**config.mk**
```make
export PLATFORM = sky130hd
export DESIGN_NAME = sram_req_arbiter
export DESIGN_NICKNAME = d
export VERILOG_FILES = /design/src/rtl/sram_req_arbiter.sv
export SDC_FILE = /design/constraint.sdc
export NUM_CORES = 1
export LEC_CHECK = 0
export ABC_AREA = 0
export BUFFER_PORTS_ARGS = -buffer_cell sky130_fd_sc_hd__buf_4
export CELL_PAD_IN_SITES_DETAIL_PLACEMENT = 1
export CELL_PAD_IN_SITES_GLOBAL_PLACEMENT = 2
export CORE_MARGIN = 2
export CORE_UTILIZATION = 12
export DETAILED_ROUTE_END_ITERATION = 8
export PLACE_DENSITY_LB_ADDON = 0.2
export SKIP_CTS_REPAIR_TIMING = 1
export SLEW_MARGIN = 30
export SYNTH_ARGS = -nofsm -noshare
export SYNTH_HDL_FRONTEND = slang
export SYNTH_SLANG_ARGS = --single-unit
```
**constraint.sdc**
```tcl
create_clock -name clk -period 2.5 [get_ports clk]
set_input_delay 0.25 -clock clk [delete_from_list [all_inputs] [get_ports clk]]
set_output_delay 0.25 -clock clk [all_outputs]
set_load 0.05 [all_outputs]
```
**src/rtl/sram_req_arbiter.sv**
```systemverilog
// Two-master sram-like arbiter: shares one downstream port between instruction fetch
// and the data port. Data wins by default, and a starvation counter guarantees inst progress.
module sram_req_arbiter #(
  parameter int MAX_OUTSTANDING = 4,
  parameter int STARVE_LIMIT    = 3
) (
  input  logic                               clk,
  input  logic                               resetn,
  input  logic                               inst_req,
  input  logic                               inst_wr,
  input  logic [1:0]                         inst_size,
  input  logic [3:0]                         inst_wstrb,
  input  logic [31:0]                        inst_addr,
  input  logic [31:0]                        inst_wdata,
  output logic                               inst_addr_ok,
  output logic                               inst_data_ok,
  output logic [31:0]                        inst_rdata,
  input  logic                               data_req,
  input  logic                               data_wr,
  input  logic [1:0]                         data_size,
  input  logic [3:0]                         data_wstrb,
  input  logic [31:0]                        data_addr,
  input  logic [31:0]                        data_wdata,
  output logic                               data_addr_ok,
  output logic                               data_data_ok,
  output logic [31:0]                        data_rdata,
  output logic                               mem_req,
  output logic                               mem_wr,
  output logic [1:0]                         mem_size,
  output logic [3:0]                         mem_wstrb,
  output logic [31:0]                        mem_addr,
  output logic [31:0]                        mem_wdata,
  input  logic                               mem_addr_ok,
  input  logic                               mem_data_ok,
  input  logic [31:0]                        mem_rdata,
  output logic [$clog2(MAX_OUTSTANDING):0]   outstanding,
  output logic                               err_unexp_rsp
);

  localparam int PW = $clog2(MAX_OUTSTANDING);
  localparam int SW = $clog2(STARVE_LIMIT + 1);
  localparam logic [PW:0]   FULL_CNT   = (PW + 1)'(MAX_OUTSTANDING);
  localparam logic [PW:0]   CNT_ONE    = (PW + 1)'(1);
  localparam logic [PW-1:0] PTR_ONE    = PW'(1);
  localparam logic [SW-1:0] STARVE_MAX = SW'(STARVE_LIMIT);

  logic          owner_q [MAX_OUTSTANDING];
  logic [PW-1:0] wr_ptr;
  logic [PW-1:0] rd_ptr;
  logic [PW:0]   cnt;
  logic          lock_vld;
  logic          lock_sel;
  logic [SW-1:0] starve_cnt;
  logic          sel;
  logic          full;
  logic          empty;
  logic          push;
  logic          pop;
  logic          head;

  function automatic logic [SW-1:0] sat_inc(input logic [SW-1:0] v);
    return (v == STARVE_MAX) ? v : v + SW'(1);
  endfunction

  assign full  = (cnt == FULL_CNT);
  assign empty = (cnt == '0);
  assign head  = owner_q[rd_ptr];

  always_comb begin
    sel = data_req;
    if (lock_vld)
      sel = lock_sel;
    else if (inst_req && data_req)
      sel = (starve_cnt != STARVE_MAX);
  end

  assign mem_req   = (inst_req | data_req) & ~full & resetn;
  assign mem_wr    = sel ? data_wr    : inst_wr;
  assign mem_size  = sel ? data_size  : inst_size;
  assign mem_wstrb = sel ? data_wstrb : inst_wstrb;
  assign mem_addr  = sel ? data_addr  : inst_addr;
  assign mem_wdata = sel ? data_wdata : inst_wdata;

  assign push         = mem_req & mem_addr_ok;
  assign inst_addr_ok = push & ~sel;
  assign data_addr_ok = push & sel;

  // Responses return in issue order, so the FIFO head names the owner.
  assign pop          = resetn & mem_data_ok & ~empty;
  assign inst_data_ok = pop & ~head;
  assign data_data_ok = pop & head;
  assign inst_rdata   = mem_rdata;
  assign data_rdata   = mem_rdata;
  assign outstanding  = cnt;

  always_ff @(posedge clk) begin
    if (push)
      owner_q[wr_ptr] <= sel;
  end

  always_ff @(posedge clk) begin
    if (!resetn) begin
      wr_ptr        <= '0;
      rd_ptr        <= '0;
      cnt           <= '0;
      lock_vld      <= 1'b0;
      lock_sel      <= 1'b0;
      starve_cnt    <= '0;
      err_unexp_rsp <= 1'b0;
    end else begin
      if (push)
        wr_ptr <= wr_ptr + PTR_ONE;
      if (pop)
        rd_ptr <= rd_ptr + PTR_ONE;
      case ({push, pop})
        2'b10:   cnt <= cnt + CNT_ONE;
        2'b01:   cnt <= cnt - CNT_ONE;
        default: cnt <= cnt;
      endcase
      // Hold the grant on a stalled request so downstream fields stay stable.
      if (push) begin
        lock_vld <= 1'b0;
      end else if (mem_req) begin
        lock_vld <= 1'b1;
        lock_sel <= sel;
      end
      if (push) begin
        if (!sel)
          starve_cnt <= '0;
        else if (inst_req)
          starve_cnt <= sat_inc(starve_cnt);
      end
      if (mem_data_ok && empty)
        err_unexp_rsp <= 1'b1;
    end
  end

endmodule

```
# Yosys cells after proc, flatten, opt, wreduce, memory -nomap -nowiden
# Memories as Yosys holds them, arrays and structs flattened. A register that Yosys moved wholly into a read port is not among the register bits.
# Index checks and enable logic that the tools add are counted.
[classes]
addsub = 5
n_eq_ne = 7
n_mux = 15
bitwise_logic = 16
n_reduce_logical = 7
[op_table]
columns = ["cell", "count"]
rows = [
  ["2-to-1 mux 32 bit", 2],
  ["2-to-1 mux 2 bit", 6],
  ["bitwise AND 1 bit", 9],
  ["adder 2 x 1 -> 2 bit, second input constant", 3],
  ["inequality test 2 bit, second input constant", 3],
  ["NOT 1 bit", 6],
  ["case mux 3 bit (2 select lines)", 1],
  ["2-to-1 mux 1 bit", 5],
  ["== test 2 bit, second input constant", 2],
  ["2-to-1 mux 4 bit", 1],
  ["adder 3 x 1 -> 3 bit, second input constant", 1],
  ["== test 3 bit, second input constant", 1],
  ["logical NOT 3 bit", 1],
  ["AND reduction 3 bit", 1],
  ["subtractor 3 x 1 -> 3 bit, second input constant", 1],
  ["== test 2 x 1 -> 1 bit, second input constant", 1],
  ["logical AND 1 bit", 2],
  ["AND reduction 2 bit", 1],
  ["nonzero test 2 bit", 1],
  ["OR reduction 2 bit", 1],
  ["OR 1 bit", 1],
]
[totals]
reg_bits = 12
ramBits = 4
in_bits = 180
output_inout_bits = 144
memories = 1
[mem_list]
columns = ["memory", "words", "width", "rd", "rd_clocked_by_memory_dff", "wr", "line", "text"]
rows = [
  ["owner_q", 4, 1, 1, 1, 1, "47", "logic owner_q [MAX_OUTSTANDING];"],
]

# Longest topological paths before layout
# Gate-level depths: netlist of run 1.
[depth]
ltp_word = 7
mapped_depth = 10
ltp_nobuf = 9

# Worst setup path after synthesis of run 1
# Ideal clock, no wire load.
[synth_path]
path_kind = "reg-to-reg"
from = "register cnt[2], in the netlist outstanding[2]"
to = "register cnt[2], in the netlist outstanding[2]"
setup_ns = 0.076
arrival_ns = 2.508
required_ns = 2.424
path_slack_ns = -0.084
path_stages_with_launch = 11
n_path_buf = 1
synth_period_minus_slack_ns = 2.584
cell_sequence = "dfxtp_1 nor3b_2 nor3b_4 buf_6 inv_1 ha_1 inv_1 fa_1 xor2_1 or3_1 a21boi_0"
[synth_between]
elab_chain_cells = 7
[synth_rtl]
columns = ["item", "line", "text"]
rows = [
  ["start, declared", "50", "logic [PW:0] cnt;"],
  ["start signal, assigned", "116", "2'b10: cnt <= cnt + CNT_ONE;"],
  ["start signal, assigned", "117", "2'b01: cnt <= cnt - CNT_ONE;"],
  ["start signal, assigned", "118", "default: cnt <= cnt;"],
  ["== test 3 bit", "65", "assign full = (cnt == FULL_CNT);"],
  ["NOT 1 bit", "77", "assign mem_req = (inst_req | data_req) & ~full & resetn;"],
  ["bitwise AND 1 bit (2 in a row)", "77", ""],
  ["bitwise AND 1 bit", "84", "assign push = mem_req & mem_addr_ok;"],
  ["== test 2 x 1 -> 1 bit or == test 2 bit (tied branches)", "115", "case ({push, pop})"],
  ["case mux 3 bit (2 select lines) or nonzero test 2 bit (tied branches)", "-", ""],
]
# Several ways; a longest one is shown, not always the timed one.
# A chain may end at the register's enable or synchronous reset.

# Worst setup path after layout of run 1
[layout_path]
from = "register cnt[0], in the netlist outstanding[0]"
to = "register cnt[2], in the netlist outstanding[2]"
# The elaborated chain is that of the path after synthesis.

==> results of run 1 <==
[critical path: cells and delay by family, from the launching register on]
family / cells / cell delay (ps)
simple gates: 3 / 730
xor+xnor: 1 / 160
buf+inv: 2 / 170
compound gates: 1 / 180
flops: 1 / 370
fa+ha+maj: 2 / 570
[worst paths after layout]
check                                     end  slack (ps)  cells past startpoint                        start
setup / recovery  outstanding[2]$_SDFFE_PN0P_         230                      9  outstanding[0]$_SDFFE_PN0P_
setup reg to reg  outstanding[2]$_SDFFE_PN0P_         230                      9  outstanding[0]$_SDFFE_PN0P_
hold / removal     err_unexp_rsp$_SDFFE_PN0P_         280                      3                  mem_data_ok
hold reg to reg                          flop         470                      1       rd_ptr[1]$_SDFFE_PN0P_
[routing by layer]
layer,up-vias,GRT usage [%]
met5,-,0
met1,1232,8.71
met3,30,2.12
met2,141,16.5
met4,0,2.40
li1,1409,-
[where the power goes]
group          switching (mW)  internal (mW)  leakage (nW)  total [mW]
Clock                   0.104          0.212        0.0385       0.317
Sequential             0.0144          0.314         0.151       0.328
Combinational           0.746          0.410          1.97        1.16
Total                   0.865          0.937          2.16        1.80
[cell families (layout without fill, tap and decap cells)]
kind of cell,Yosys count,in the layout
DFF,18,18
AOI/OAI and AO/OA,11,11
and+or+nand+nor,250,250
buffers and inverters,90,244
adders and majority gates,7,7
xor gates and xnor gates,4,4
muxes,3,3
[final cells by class]
class,instances,area (sq um),share of cell area (%)
Sequential cell,18,402,10.5
Tap cell,234,293,7.64
Clock buffer,3,75.1,1.96
Timing Repair Buffer,232,1750,45.8
Inverter,8,30.0,0.784
Multi-Input combinational cell,275,1270,33.2
Clock inverter,1,3.75,0.0980
[cells in the final DEF, fill, tap and decap left out]
cell type and n:
sky130_fd_sc_hd__dfxtp_1 13, sky130_fd_sc_hd__buf_12 1, sky130_fd_sc_hd__or3_1 2, sky130_fd_sc_hd__nand4_1 1
sky130_fd_sc_hd__o221ai_1 1, sky130_fd_sc_hd__clkbuf_16 3, sky130_fd_sc_hd__or2_2 1, sky130_fd_sc_hd__clkinv_1 1
sky130_fd_sc_hd__nor3b_2 1, sky130_fd_sc_hd__ha_1 6, sky130_fd_sc_hd__o21ai_2 1, sky130_fd_sc_hd__nand3_1 2
sky130_fd_sc_hd__and2_1 10, sky130_fd_sc_hd__o21ai_0 3, sky130_fd_sc_hd__nor2_1 6, sky130_fd_sc_hd__xor2_1 1
sky130_fd_sc_hd__o21ai_1 1, sky130_fd_sc_hd__nor3_1 2, sky130_fd_sc_hd__buf_4 231, sky130_fd_sc_hd__mux4_2 1
sky130_fd_sc_hd__and2b_1 1, sky130_fd_sc_hd__o211a_1 1, sky130_fd_sc_hd__xnor2_1 3, sky130_fd_sc_hd__a22oi_2 1
sky130_fd_sc_hd__nor2b_1 3, sky130_fd_sc_hd__dfxtp_2 1, sky130_fd_sc_hd__edfxtp_1 4, sky130_fd_sc_hd__nand2_1 220
sky130_fd_sc_hd__mux2i_1 2, sky130_fd_sc_hd__a21boi_0 1, sky130_fd_sc_hd__nor3b_4 1, sky130_fd_sc_hd__inv_1 7
sky130_fd_sc_hd__a21oi_1 1, sky130_fd_sc_hd__a2bb2oi_2 1, sky130_fd_sc_hd__fa_1 1, sky130_fd_sc_hd__inv_2 1
[through the flow]
stage                     std cells  hold slack [ps]  total power, mW  cell area (sq um)  utilization, %
after floorplan                 383              413             1.33               2300               -
after global placement          767              454             1.50               3750            20.0
after detailed placement        767              472             1.51               3750            20.0
after CTS                       771              277             1.84               3830            20.4
after global routing            771              326             1.91               3830            20.4
final                           771              280             1.80               3830            20.4
==> flow_metrics.env, run 1 <==
export IMPL_drt_pre_antenna_iters=4
export IMPL_routabilityCongestion=0.695
export IMPL_rows=50
export IMPL_yosysWarnings=0
export IMPL_fin_crit_sh_pct=90.8
export IMPL_routedLengthMet1_mm=3.32
export IMPL_seq_area_frac_synth_pct=17.4
export IMPL_asyncSetResetFlopFracSynth_pct=0
export IMPL_crit_arrival_ps=2430
export IMPL_final_critical_path_required_period_ps=2270
export IMPL_synth_top_cell_area_share_pct=35.9
export IMPL_post_synth_and_or_nand_nor_area_fraction_pct=44.0
export IMPL_leakage_nw=2.16
export IMPL_yosys_top_cells_count="220 x sky130_fd_sc_hd__nand2_1, 71 x sky130_fd_sc_hd__buf_4, 14 x sky130_fd_sc_hd__dfxtp_1"
export IMPL_worst_slew_pin_slew_ps=465
export IMPL_report_final_hold_viol_count=0
export IMPL_placement_io_buffers=227
export IMPL_timing_critical_path_required_ps=2660
export IMPL_dieHeight_um=142
export IMPL_synth_xor_area_share_pct=1.52
export IMPL_yosysTopAreaCell="sky130_fd_sc_hd__nand2_1"
export IMPL_critical_path_cell_sequence="nor3b_2 -> nor3b_4 -> inv_1 -> ha_1 -> inv_1 -> fa_1 -> xor2_1 -> or3_1 -> a21boi_0"
export IMPL_post_dp_hpwl_mm=7.85
export IMPL_placeableCoreArea_sq_um=18800
export IMPL_hold_path_class="in2reg"
export IMPL_clock_tree_buffer_depth=2
export IMPL_clkLatencyLatePin_ps=240
export IMPL_endpoint_kind="flop"
export IMPL_insertedDiodeCount=0
export IMPL_timing_setup_tns_ps=0
export IMPL_initial_utilization_pct=12.3
export IMPL_setup_viol_count_final=0
export IMPL_kind_of_start_point_of_the_critical_path="flop"
export IMPL_grt_max_degree=51
export IMPL_timing_critical_path_slowest_stage_cell="sky130_fd_sc_hd__dfxtp_1"
export IMPL_largest_family_of_logic_cells_by_synthesized_area="simple AND/OR/NAND/NOR gates"
export IMPL_wl_per_cell_um=12.3
export IMPL_dr_wl_met2_mm=5.03
export IMPL_synth_net_count=570
export IMPL_cts_htree_levels=1
export IMPL_syn_avg_cell_area_sq_um=6.01
export IMPL_synth_seq_cells=18
export IMPL_post_synth_inst_count=383
export IMPL_post_synthesis_cell_type_count=35
export IMPL_vdd_ir_drop_worst_v=0.000215
export IMPL_highest_metal_layer_with_signal_wires="met4"
export IMPL_synth_most_common_cell="sky130_fd_sc_hd__nand2_1"
export IMPL_dp_worst_setup_slack_ps=220
export IMPL_post_synth_instance_area_sq_um=2300
export IMPL_flow_area_growth_from_synthesis_pct=66.5
export IMPL_rsz_0062_raised_after_global_routing="false"
export IMPL_critPathMaxStageDelay_ps=370
export IMPL_grt_antenna_before_repair=0
export IMPL_floorplan_die_area_sq_um=20300
export IMPL_synth_adder_area_share_pct=4.13
export IMPL_postRouteWirelength_mm=9.45
export IMPL_finClkSkew_ps=1.33
export IMPL_layout_filler_cells=2372
export IMPL_wl_met3_um=874
export IMPL_grt_overflow_total=0
export IMPL_clk_root_buffer_cell="sky130_fd_sc_hd__clkbuf_16"
export IMPL_criticalPathCategory="reg2reg"
export IMPL_remaining_drcs=0
export IMPL_path_clk_slew_ps=50
export IMPL_power_density_nw_per_um2=470
export IMPL_post_route_cells_drive_above_1_share_pct=45.4
export IMPL_status="completed"
export IMPL_vias_per_cell=3.65
export IMPL_cell_repeated_most_along_the_worst_path="sky130_fd_sc_hd__inv_1"
export IMPL_vias=2812
export IMPL_fp_dieW_um=142
export IMPL_detail_route_iter0_violations=56
export IMPL_slew_headroom_pct=69.0
export IMPL_groute_usage_overall_pct=8.41
export IMPL_clkSinkCount=18
export IMPL_final_net_count=725
export IMPL_timing_final_max_slew_violations=0
export IMPL_max_cap_violations=0
export IMPL_antenna_left=0
export IMPL_tritoncts_buffer_count=3
export IMPL_synth_edf_count=4
export IMPL_synth_flop_cell="sky130_fd_sc_hd__dfxtp_1"
export IMPL_synth_compound_area_share_pct=3.81
export IMPL_max_freq_ghz=0.441
export IMPL_critical_path_peak_fanout=6
export IMPL_cts_tree="done"
export IMPL_total_i_o_pin_count=324
export IMPL_netlist_top_cells_area="sky130_fd_sc_hd__nand2_1 36%, sky130_fd_sc_hd__buf_4 23%, sky130_fd_sc_hd__dfxtp_1 12%"
export IMPL_synth_mux_area_share_pct=1.85
export IMPL_grt_pass1_vias=2922
export IMPL_grt_first_pass_wirelength_mm=14.0
export IMPL_timing_final_ws_setup_ps=231
(Power assumes the default switching activity.)
==> run 2, diff against run 1 <==
--- a/config.mk
+++ b/config.mk
@@ -13,6 +13,7 @@
 export CORE_UTILIZATION = 12
 export DETAILED_ROUTE_END_ITERATION = 8
 export PLACE_DENSITY_LB_ADDON = 0.2
+export SETUP_SLACK_MARGIN = 0.4
 export SKIP_CTS_REPAIR_TIMING = 1
 export SLEW_MARGIN = 30
 export SYNTH_ARGS = -nofsm -noshare
==> flow_metrics.env, run 2 (synthesized netlist as in run 1, its figures left out) <==
export IMPL_layout_filler_cells=2333
export IMPL_leakage_nw=2.26
export IMPL_vias=2873
export IMPL_hold_path_class="in2reg"
export IMPL_tritoncts_buffer_count=3
export IMPL_routabilityCongestion=0.727
export IMPL_timing_critical_path_required_ps=2250
export IMPL_post_route_cells_drive_above_1_share_pct=48.4
export IMPL_placeableCoreArea_sq_um=18800
export IMPL_total_i_o_pin_count=324
export IMPL_setup_viol_count_final=0
export IMPL_timing_setup_tns_ps=0
export IMPL_path_clk_slew_ps=50
export IMPL_insertedDiodeCount=0
export IMPL_max_freq_ghz=0.495
export IMPL_report_final_hold_viol_count=0
export IMPL_grt_overflow_total=0
export IMPL_finClkSkew_ps=0.774
export IMPL_worst_setup_slack_for_register_to_register_paths_ps=530
export IMPL_cts_htree_levels=1
export IMPL_detail_route_iter0_violations=60
export IMPL_critical_path_reg2reg_endpoint="outstanding[2]$_SDFFE_PN0P_"
export IMPL_max_cap_violations=0
export IMPL_r2r_worst_path_cells=9
export IMPL_timing_final_max_slew_violations=0
export IMPL_grt_pass1_vias=2879
export IMPL_layout_common_cells="220 x sky130_fd_sc_hd__nand2_1, 219 x sky130_fd_sc_hd__buf_4, 15 x sky130_fd_sc_hd__buf_6"
export IMPL_endpoint_kind="output port"
export IMPL_drt_pre_antenna_iters=4
export IMPL_wl_per_cell_um=14.6
export IMPL_fp_dieW_um=142
export IMPL_worstReg2RegStart="outstanding[0]$_SDFFE_PN0P_"
export IMPL_remaining_drcs=0
export IMPL_final_net_count=734
export IMPL_initial_utilization_pct=12.3
export IMPL_kind_of_start_point_of_the_critical_path="flop"
export IMPL_clk_root_buffer_cell="sky130_fd_sc_hd__clkbuf_16"
export IMPL_worstHoldPathCells=3
export IMPL_layout_cells_non_filler=780
export IMPL_grt_max_degree=75
export IMPL_vias_per_cell=3.68
export IMPL_placedCellCount=766
export IMPL_power_density_nw_per_um2=469
export IMPL_worst_slew_pin_slew_ps=218
export IMPL_postRouteWirelength_mm=11.4
export IMPL_critPathMaxStageDelay_ps=340
export IMPL_worstHoldStart="mem_data_ok"
export IMPL_timing_critical_path_slowest_stage_cell="sky130_fd_sc_hd__dfxtp_2"
export IMPL_antenna_left=0
export IMPL_flow_area_growth_from_synthesis_pct=78.4
export IMPL_layout_cells_most_common="sky130_fd_sc_hd__nand2_1"
export IMPL_rsz_0062_raised_after_global_routing="true"
export IMPL_crit_arrival_ps=1770
export IMPL_clkLatencyLatePin_ps=250
export IMPL_criticalPathCategory="reg2out"
export IMPL_cts_tree="done"
export IMPL_status="completed"
export IMPL_vdd_ir_drop_worst_v=0.000121
export IMPL_cell_repeated_most_along_the_worst_path="sky130_fd_sc_hd__nand2_1"
export IMPL_critPathTopFamily="buffers and inverters"
export IMPL_clock_tree_buffer_depth=2
export IMPL_final_critical_path_required_period_ps=2020
export IMPL_timing_final_ws_setup_ps=481
export IMPL_slew_headroom_pct=85.4
export IMPL_groute_usage_overall_pct=8.76
export IMPL_post_dp_hpwl_mm=7.85
export IMPL_fin_crit_sh_pct=80.8
export IMPL_rows=50
export IMPL_clkSinkCount=18
export IMPL_dieHeight_um=142
export IMPL_dp_worst_setup_slack_ps=452
export IMPL_grt_antenna_before_repair=0
export IMPL_whs_endpoint="err_unexp_rsp$_SDFFE_PN0P_"
export IMPL_worstPathBufferInverterCount=4
export IMPL_floorplan_die_area_sq_um=20300
export IMPL_critical_path_cell_sequence="ha_2 -> nand2_1 -> a22oi_2 -> buf_6 -> inv_4 -> buf_12 -> nand2_1 -> nand2_1 -> buf_4"
export IMPL_placement_io_buffers=227
export IMPL_grt_first_pass_wirelength_mm=14.4
export IMPL_critical_path_peak_fanout=15
==> run 2: layer usage <==
layer	up-vias	part of all wire (%)	routed length [um]	global-route usage [%]
li1	1430	-	-	-
met1	1274	38	4260	8.62
met2	139	52	5940	17.6
met3	30	8.4	954	2.12
met4	0	1.8	208	2.92
met5	-	0	0	0
==> run 2: worst max path at each step <==
stage,cells past startpoint,to,slack (ps),start
detailed placement,9,outstanding[2]$_SDFFE_PN0P_,450,outstanding[0]$_SDFFE_PN0P_
global placement,9,outstanding[2]$_SDFFE_PN0P_,520,outstanding[0]$_SDFFE_PN0P_
CTS,8,mem_wdata[21],180,starve_cnt[0]$_SDFFE_PN0P_
finish,9,mem_wdata[21],480,starve_cnt[0]$_SDFFE_PN0P_
global route,9,mem_wdata[21],370,starve_cnt[0]$_SDFFE_PN0P_
floorplan,10,outstanding[2]$_SDFFE_PN0P_,410,outstanding[2]$_SDFFE_PN0P_
==> run 2: tightest hold or removal path: stages <==
cell	delay, ps
sky130_fd_sc_hd__buf_4	90
sky130_fd_sc_hd__a21oi_1	50
sky130_fd_sc_hd__nor2b_1	100
==> run 2: stage by stage <==
| stage | util [%] | power (mW) | cell area [sq um] | hold slack (ps) |
|---|---|---|---|---|
| floorplan | - | 1.34 | 2330 | 413 |
| global placement | 20.1 | 1.51 | 3770 | 456 |
| detailed placement | 20.1 | 1.52 | 3770 | 452 |
| CTS | 20.5 | 1.85 | 3850 | 287 |
| global route | 21.9 | 2.03 | 4100 | 335 |
| finish | 21.9 | 1.92 | 4100 | 292 |
==> run 2: layout make-up <==
cell class                 count  area, sq um  area share [%]
timing repair buffer         241         1980            48.3
sequential                    18          412            10.0
tap                          234          293            7.13
clock buffer                   4         78.8            1.92
multi-input combinational    275         1310            31.8
inverter                       8         35.0           0.854
==> run 2: where the power goes <==
part / switching (mW) / internal [mW] / total, mW / leakage [nW]
registers: 0.0155 / 0.314 / 0.329 / 0.153
logic: 0.794 / 0.473 / 1.27 / 2.07
clock network: 0.111 / 0.217 / 0.328 / 0.0382
